$ cat src/rtl/mem_arbiter.sv
// mem_arbiter: two-port round-robin arbiter sharing one memory controller
// command port between the CPU core (port 0) and the loader/DMA engine
// (port 1). One transaction at a time: grant, one-cycle command, fixed read
// latency, then a one-cycle ack back to the owning port.
module mem_arbiter #(
    parameter int DATA_WIDTH = 8,
    parameter int ADDR_WIDTH = 16,
    parameter int LATENCY    = 2
) (
    input  logic                  arb_clk,
    input  logic                  arb_reset,
    input  logic                  m0_req,
    input  logic                  m0_we,
    input  logic [ADDR_WIDTH-1:0] m0_addr,
    input  logic [DATA_WIDTH-1:0] m0_wr_data,
    output logic                  m0_ack,
    output logic [DATA_WIDTH-1:0] m0_rd_data,
    input  logic                  m1_req,
    input  logic                  m1_we,
    input  logic [ADDR_WIDTH-1:0] m1_addr,
    input  logic [DATA_WIDTH-1:0] m1_wr_data,
    output logic                  m1_ack,
    output logic [DATA_WIDTH-1:0] m1_rd_data,
    input  logic                  mem_busy,
    output logic                  mem_rd_enable,
    output logic                  mem_wr_enable,
    output logic [ADDR_WIDTH-1:0] mem_addr,
    output logic [DATA_WIDTH-1:0] mem_wr_data,
    input  logic [DATA_WIDTH-1:0] mem_rd_data,
    output logic                  arb_owner
);

    localparam logic [3:0] ST_IDLE  = 4'b0001;
    localparam logic [3:0] ST_ISSUE = 4'b0010;
    localparam logic [3:0] ST_WAIT  = 4'b0100;
    localparam logic [3:0] ST_RESP  = 4'b1000;

    localparam logic [3:0] LAT_LOAD = 4'(LATENCY);

    logic [3:0]            state;
    logic [3:0]            cnt;
    logic                  last_grant;
    logic                  lat_we;
    logic                  win_port;
    logic                  win_we;
    logic [ADDR_WIDTH-1:0] win_addr;
    logic [DATA_WIDTH-1:0] win_data;

    // Round-robin winner: on a tie the port that was not granted last wins
    always_comb begin
        // NOTE: default assigned first so every path drives win_port and no latch is inferred
        win_port = 1'b0;
        if (m0_req && m1_req) begin
            win_port = ~last_grant;
        end else if (m1_req) begin
            win_port = 1'b1;
        end
    end

    assign win_we   = win_port ? m1_we      : m0_we;
    assign win_addr = win_port ? m1_addr    : m0_addr;
    assign win_data = win_port ? m1_wr_data : m0_wr_data;

    // Transaction FSM; every output is a flop updated here
    always_ff @(posedge arb_clk or posedge arb_reset) begin
        if (arb_reset) begin
            state         <= ST_IDLE;
            cnt           <= '0;
            last_grant    <= 1'b1;
            lat_we        <= 1'b0;
            arb_owner     <= 1'b0;
            mem_rd_enable <= 1'b0;
            mem_wr_enable <= 1'b0;
            mem_addr      <= '0;
            mem_wr_data   <= '0;
            m0_ack        <= 1'b0;
            m1_ack        <= 1'b0;
            // NOTE: the per-port read-data registers are ordinary flops, so they take the reset too and read 0 afterwards
            m0_rd_data    <= '0;
            m1_rd_data    <= '0;
        end else begin
            // NOTE: non-blocking assignments so every flop sees pre-edge values regardless of statement order
            mem_rd_enable <= 1'b0;
            mem_wr_enable <= 1'b0;
            m0_ack        <= 1'b0;
            m1_ack        <= 1'b0;
            case (state)
                ST_IDLE: begin
                    if ((m0_req || m1_req) && !mem_busy) begin
                        arb_owner     <= win_port;
                        lat_we        <= win_we;
                        mem_addr      <= win_addr;
                        mem_wr_data   <= win_data;
                        mem_rd_enable <= ~win_we;
                        mem_wr_enable <= win_we;
                        state         <= ST_ISSUE;
                    end
                end
                ST_ISSUE: begin
                    cnt   <= LAT_LOAD;
                    state <= ST_WAIT;
                end
                ST_WAIT: begin
                    cnt <= cnt - 4'd1;
                    if (cnt == 4'd1) begin
                        if (!lat_we) begin
                            if (arb_owner) m1_rd_data <= mem_rd_data;
                            else           m0_rd_data <= mem_rd_data;
                        end
                        if (arb_owner) m1_ack <= 1'b1;
                        else           m0_ack <= 1'b1;
                        state <= ST_RESP;
                    end
                end
                ST_RESP: begin
                    last_grant <= arb_owner;
                    state      <= ST_IDLE;
                end
                default: begin
                    state <= ST_IDLE;
                end
            endcase
        end
    end

endmodule

$ cat config.mk
export PLATFORM = sky130hd
export DESIGN_NAME = mem_arbiter
export DESIGN_NICKNAME = d
export VERILOG_FILES = /design/src/rtl/mem_arbiter.sv
export SDC_FILE = /design/constraint.sdc
export NUM_CORES = 1
export LEC_CHECK = 0
export ABC_AREA = 1
export CAP_MARGIN = 10
export CORE_UTILIZATION = 39
export DETAILED_ROUTE_END_ITERATION = 10
export PLACE_DENSITY_LB_ADDON = 0.15
export SLEW_MARGIN = 20
export SYNTH_ARGS = -nofsm -noshare
export SYNTH_HDL_FRONTEND = slang
export SYNTH_SLANG_ARGS = --single-unit
export TNS_END_PERCENT = 100
$ cat constraint.sdc
create_clock -name arb_clk -period 4.8 [get_ports arb_clk]
set_clock_uncertainty 0.15 [all_clocks]
set_input_delay 0.48 -clock arb_clk [delete_from_list [all_inputs] [get_ports arb_clk]]
set_output_delay 0.48 -clock arb_clk [all_outputs]
set_load 0.03 [all_outputs]
==> impl_metrics.csv, run 1 <==
group,metric,value,unit
clock_network,ctsHoldBuffers,0,
synthesis,synth_cell_types,22,
grt,grt_pass1_wl,10400,um
synthesis,synth_area_leader_cell,"dfrtp_1",
placement,dpl.hpwl,4430,um
placement,port_buffers,107,
route,drc_errors,12,
sta,drv_slew,0,
clock_network,clockRootBuffer,"clkbuf_8",
clock_network,cts_tree,"built",
sta,slew-limit-headroom,48.7,%
power_and_ir_drop,ir_drop,0.232,mV
sta,grt_setup_unrepaired,"false",
floorplan,die_w,83.8,um
clock_network,htreeDepth,2,
layout,antenna_cells,0,
layout,fillers,597,
critical_path,crit_arrival,2.25,ns
synthesis,synth_top_area_share,50.8,%
clock_network,clk_pin_slew_worst_paths,0.09,ns
outcome,status,"finished, violations left",
layout,syn_to_final_growth,44.2,%
layout,seqCellArea,0.00138,mm2
grt,grt-ovfl-total,0,
synthesis,synth_common_cells,"nand2_1 (196), dfrtp_1 (53), nand4_1 (16), inv_1 (9), nor2_1 (9)",
placement,place_congestion,0.744,
clock_network,clock_latency,0.30,ns
clock_network,clockBufferDepth,2,
route,routedWlPerCell,12.1,um
sta,fmaxAchievable,453,MHz
route,drt-total-wl,6190,um
clock_network,post_cts_buffers,0,
power_and_ir_drop,power.share.clock,15.8,%
power_and_ir_drop,p_sw,760,uW
critical_path,start_kind,"register",
grt,grt.total_usage,18.7,%
power_and_ir_drop,comb_power_share,46.5,%
power_and_ir_drop,switching_share,40.8,%
power_and_ir_drop,seqPwrFrac,37.7,%
synthesis,synth_ff_type,"dfrtp_1",
layout,final_core_util,58.6,%
power_and_ir_drop,p_leak,0.00185,uW
synthesis,synth.avg_cell_area,7.86,um2
power_and_ir_drop,p_int,1100,uW
critical_path,worst-path-max-fanout,20,
clock_network,postCtsResizedCells,0,
synthesis,yosysSeqAreaShare,52.8,%
synthesis,yosysWarningCount,0,
floorplan,rows,29,
layout,multi_input_area,0.00105,mm2
grt,antenna_found_initial,0,
power_and_ir_drop,powerDensity,495,mW/mm2
synthesis,syn-num-nets,397,
floorplan,coreArea,0.00642,mm2
sta,fin_tns_setup,0,ns
route,drtAntennaViolNets,0,
grt,grt_pass1_vias,2313,
synthesis,synthCells,332,
floorplan,die-area,0.00702,mm2
clock_network,cts_sinks,55,
layout,final_cells,511,
sta,finalHoldViolations,0,
critical_path,regToRegSetupSlack,2.59,ns
critical_path,cp-end-kind,"register",
synthesis,synth_edf_count,0,
critical_path,required,4.84,ns
sta,tightest_slew,0.768,ns
route,drt-initial-drc-count,120,
min_path,worstHoldPathType,"reg -> reg",
clock_network,numCtsBuffers,5,
floorplan,start_util,40.6,%
placement,dp.cells,504,
floorplan,die_h,83.8,um
sta,hold_ws,0.329,ns
synthesis,synthArstFlopShare,100,%
grt,grt_max_degree,56,
synthesis,yosysMostFrequentCell,"nand2_1",
layout,drive_gt1_share,5.76,%
layout,layout.nets,499,
sta,finalSetupViolations,0,
route,vias,2366,
critical_path,path_class,"reg -> reg",
synthesis,synth_area,0.00261,mm2
sta,finalCriticalPeriod,2.21,ns
route,vias_per_cell,4.63,
outcome,violations,"DRC",
sta,fin_crit_sh,46.0,%
synthesis,ys_ff_latch,55,
synthesis,synth_area_leaders,"dfrtp_1 (51%), nand2_1 (28%), nand4_1 (3.8%), buf_6 (2.6%), dfstp_2 (2.0%)",
flow_run,cap_violations,0,
floorplan,io_pins,108,
route,first_pass_iters,7,
## power by group through the flow
stage / Sequential (uW) / Clock (uW) / Combinational (uW)
after floorplan: 934 / 0 / 306
after global placement: 705 / 0 / 864
after detailed placement: 706 / 0 / 876
after CTS: 702 / 302 / 876
after global routing: 720 / 317 / 945
final: 702 / 295 / 866
## registers in the layout (all words and copies together) (netlist names), 4 cells and up
register and cells:
cnt 4, m0_rd_data 8, m1_rd_data 8, mem_addr 16, mem_wr_data 8, state 4
## cell families after synthesis
family                   share of synthesized area [%]
AND/OR/NAND/NOR                                   37.3
adder cells (fa/ha/maj)                          0.959
XOR/XNOR                                         0.336
buffers and inverters                             6.90
flip-flops                                        52.8
AO/OA/AOI/OAI                                     1.63
## critical path, stage by stage (launching register included)
cell and delay [ns]:
dfrtp_1 0.40, inv_1 0.08, ha_1 0.14, nand2_1 0.06
nor2_2 0.59, nand3_1 0.45, nand2_1 0.15, nand2_1 0.07
## stage by stage
| stage | power (uW) | area, um2 | setup slack [ns] |
|---|---|---|---|
| floorplan | 1240 | 2610 | 2.83 |
| detailed placement | 1580 | 3660 | 2.22 |
| CTS | 1880 | 3760 | 2.55 |
| global placement | 1570 | 3660 | 2.30 |
| global route | 1980 | 3760 | 2.34 |
| finish | 1860 | 3760 | 2.59 |
## layer usage
| metal | GRT usage (%) | vias up | routed length, um | part of all wire [%] |
|---|---|---|---|---|
| met5 | 0 | - | 0 | 0 |
| met4 | 6.11 | 0 | 93 | 1.5 |
| met3 | 5.64 | 7 | 428 | 6.9 |
| met2 | 32.0 | 75 | 2860 | 46 |
| met1 | 22.4 | 1054 | 2800 | 45 |
| li1 | - | 1230 | - | - |
## cells in the final DEF, fill, tap and decap left out, drive strengths merged
| cell type | instances |
|---|---|
| clkdlybuf4s50 | 107 |
| o21ai | 7 |
| buf | 1 |
| xor2 | 1 |
| o21bai | 1 |
| dfstp | 2 |
| nand3 | 7 |
| nand4 | 16 |
| nor2 | 15 |
| nor3 | 2 |
| dfrtp | 53 |
| bufinv | 1 |
| nand2 | 198 |
| clkinv | 1 |
| ha | 2 |
| clkbuf | 6 |
| inv | 14 |
## path summary, 6_finish.rpt
check,start,end,depth (start not counted)
min in group asynchronous,arb_reset,m0_rd_data[7]$_DFFE_PP0P_,3
min,m1_rd_data[2]$_DFFE_PP0P_,m1_rd_data[2]$_DFFE_PP0P_,2
max in group asynchronous,arb_reset,mem_addr[11]$_DFFE_PP0P_,3
max,cnt[1]$_DFFE_PP0P_,m0_rd_data[6]$_DFFE_PP0P_,7
min reg2reg,m1_rd_data[2]$_DFFE_PP0P_,m1_rd_data[2]$_DFFE_PP0P_,2
max reg2reg,cnt[1]$_DFFE_PP0P_,m0_rd_data[6]$_DFFE_PP0P_,7
## final cells by class
class,count,area share (%)
multi-input combinational,249,27.9
timing repair buffer,108,28.6
sequential,55,36.6
tap,77,2.56
clock buffer,6,1.93
inverter,15,1.53
clock inverter,1,0.798
Power figures use the tool's default switching activity.
==> run 2, diff against run 1 <==
==> constraint.sdc (replaced) <==
create_clock -name arb_clk -period 2.1 [get_ports arb_clk]
set_clock_uncertainty 0.15 [all_clocks]
set_input_delay 0.21 -clock arb_clk [delete_from_list [all_inputs] [get_ports arb_clk]]
set_output_delay 0.21 -clock arb_clk [all_outputs]
set_load 0.03 [all_outputs]
==> impl_metrics.csv, run 2 (synthesis gave the netlist of run 1 again) <==
group,metric,value,unit
outcome,status,"finished, violations left",
outcome,violations,"DRC",
sta,fmaxAchievable,534,MHz
sta,fin_crit_sh,89.1,%
route,drt-initial-drc-count,95,
clock_network,clk_pin_slew_worst_paths,0.10,ns
sta,finalSetupViolations,0,
grt,grt_pass1_vias,2313,
critical_path,cp_slowest_stage_delay,0.73,ns
layout,drive_gt1_share,8.31,%
route,routedWlPerCell,12.1,um
min_path,worstHoldPathType,"in -> async",
power_and_ir_drop,p_sw,1770,uW
clock_network,clockBufferDepth,2,
layout,fillers,615,
floorplan,rows,29,
critical_path,crit_arrival,1.51,ns
critical_path,crit_slowest_cell,"clkdlybuf4s50_1",
layout,layout.nets,509,
sta,grt_setup_unrepaired,"false",
sta,finalCriticalPeriod,1.87,ns
power_and_ir_drop,p_int,2490,uW
clock_network,postCtsResizedCells,0,
clock_network,clock_latency,0.30,ns
sta,drv_slew,0,
layout,regMostFlops,"mem_addr",
power_and_ir_drop,switching_share,41.5,%
power_and_ir_drop,comb_power_share,48.0,%
sta,finalHoldViolations,0,
clock_network,post_cts_buffers,0,
clock_network,numCtsBuffers,5,
sta,slew-limit-headroom,72.2,%
grt,antenna_found_initial,0,
route,drt-total-wl,6310,um
grt,grt-ovfl-total,0,
power_and_ir_drop,seqPwrFrac,37.6,%
critical_path,required,1.74,ns
layout,final_core_util,59.9,%
grt,grt.total_usage,19.2,%
critical_path,path_class,"reg -> out",
power_and_ir_drop,powerDensity,1110,mW/mm2
critical_path,worst-path-max-fanout,5,
critical_path,crit_chain,"clkdlybuf4s50_1",
sta,fin_tns_setup,0,ns
placement,place_congestion,0.766,
floorplan,start_util,40.6,%
route,wl_met1,2810,um
clock_network,cts_sinks,55,
placement,dpl.hpwl,4730,um
route,drtAntennaViolNets,0,
floorplan,die_w,83.8,um
power_and_ir_drop,p_leak,0.00190,uW
floorplan,die-area,0.00702,mm2
layout,antenna_cells,0,
placement,port_buffers,107,
floorplan,io_pins,108,
flow_run,cap_violations,0,
power_and_ir_drop,power.share.clock,14.5,%
critical_path,cp-end-kind,"output pin",
route,highest_layer,"met4",
power_and_ir_drop,ir_drop,0.498,mV
floorplan,die_h,83.8,um
layout,largest_reg_flops,16,
route,vias_per_cell,4.57,
clock_network,htreeDepth,2,
sta,hold_ws,0.0305,ns
critical_path,start_kind,"register",
clock_network,clockRootBuffer,"clkbuf_8",
route,first_pass_iters,7,
route,wl_met2,2860,um
sta,tightest_slew,0.417,ns
route,drc_errors,12,
clock_network,ctsHoldBuffers,0,
layout,syn_to_final_growth,47.5,%
grt,grt_pass1_wl,10700,um
route,vias,2388,
critical_path,crit_family,"buffers and inverters",
layout,layout_commonest_cell,"nand2_1",
layout,layout_common_cells,"nand2_1 (196), clkdlybuf4s50_1 (107), dfrtp_1 (53)",
grt,grt_max_degree,29,
clock_network,cts_tree,"built",
route,met3WireLength,482,um
critical_path,cp_num_buf_inv,1,
floorplan,coreArea,0.00642,mm2
==> run 2: changes by cell type in the layout (fill, tap and decap cells not counted), sizes merged <==
cell	delta
bufinv	-1
buf	+10
clkinvlp	+1
clkinv	+1
==> run 2: metrics by stage <==
step           total power (uW)  setup slack (ns)  instance area [um2]  std cells
2_1_floorplan              2830             0.400                 2610        332
3_3_place_gp               3650             0.360                 3750        514
3_5_place_dp               3680             0.353                 3750        514
4_1_cts                    4320             0.207                 3850        522
5_1_grt                    4570             0.172                 3850        522
6_report                   4260             0.229                 3850        522
==> run 2: worst paths after layout <==
check / startpoint / endpoint / slack, ns / cells past startpoint
worst max-delay path: arb_owner$_DFFE_PP0P_ / arb_owner / 0.23 / 1
worst min-delay path: arb_reset / m0_rd_data[1]$_DFFE_PP0P_ / 0.03 / 2
worst max register to register: cnt[1]$_DFFE_PP0P_ / m1_rd_data[2]$_DFFE_PP0P_ / 0.50 / 8
worst min register to register: m1_rd_data[0]$_DFFE_PP0P_ / m1_rd_data[0]$_DFFE_PP0P_ / 0.33 / 2
max in group asynchronous: arb_reset / last_grant$_DFFE_PP1N_ / 1.21 / 3
min in group arb_clk: m1_rd_data[0]$_DFFE_PP0P_ / m1_rd_data[0]$_DFFE_PP0P_ / 0.33 / 2
==> run 2: layer usage <==
| metal | global-route usage, % | vias to the layer above |
|---|---|---|
| li1 | - | 1245 |
| met1 | 24.0 | 1054 |
| met2 | 31.0 | 77 |
| met3 | 5.74 | 12 |
| met4 | 7.99 | 0 |
| met5 | 0 | - |
==> run 2: final cells by class <==
| cell class | count | area, um2 | share of cell area [%] |
|---|---|---|---|
| timing repair buffer | 118 | 1170 | 30.3 |
| inverter | 15 | 57.6 | 1.50 |
| clock buffer | 6 | 82.6 | 2.15 |
| multi-input combinational | 249 | 1050 | 27.3 |
| sequential | 55 | 1380 | 35.8 |
| clock inverter | 2 | 16.3 | 0.423 |
| tap | 77 | 96.3 | 2.50 |
==> run 2: power groups by stage <==
stage	registers [uW]	logic, uW	clock network (uW)
6_report	1600	2040	615
5_1_grt	1650	2230	690
4_1_cts	1610	2070	646
3_5_place_dp	1620	2060	0
3_3_place_gp	1620	2030	0
2_1_floorplan	2130	699	0
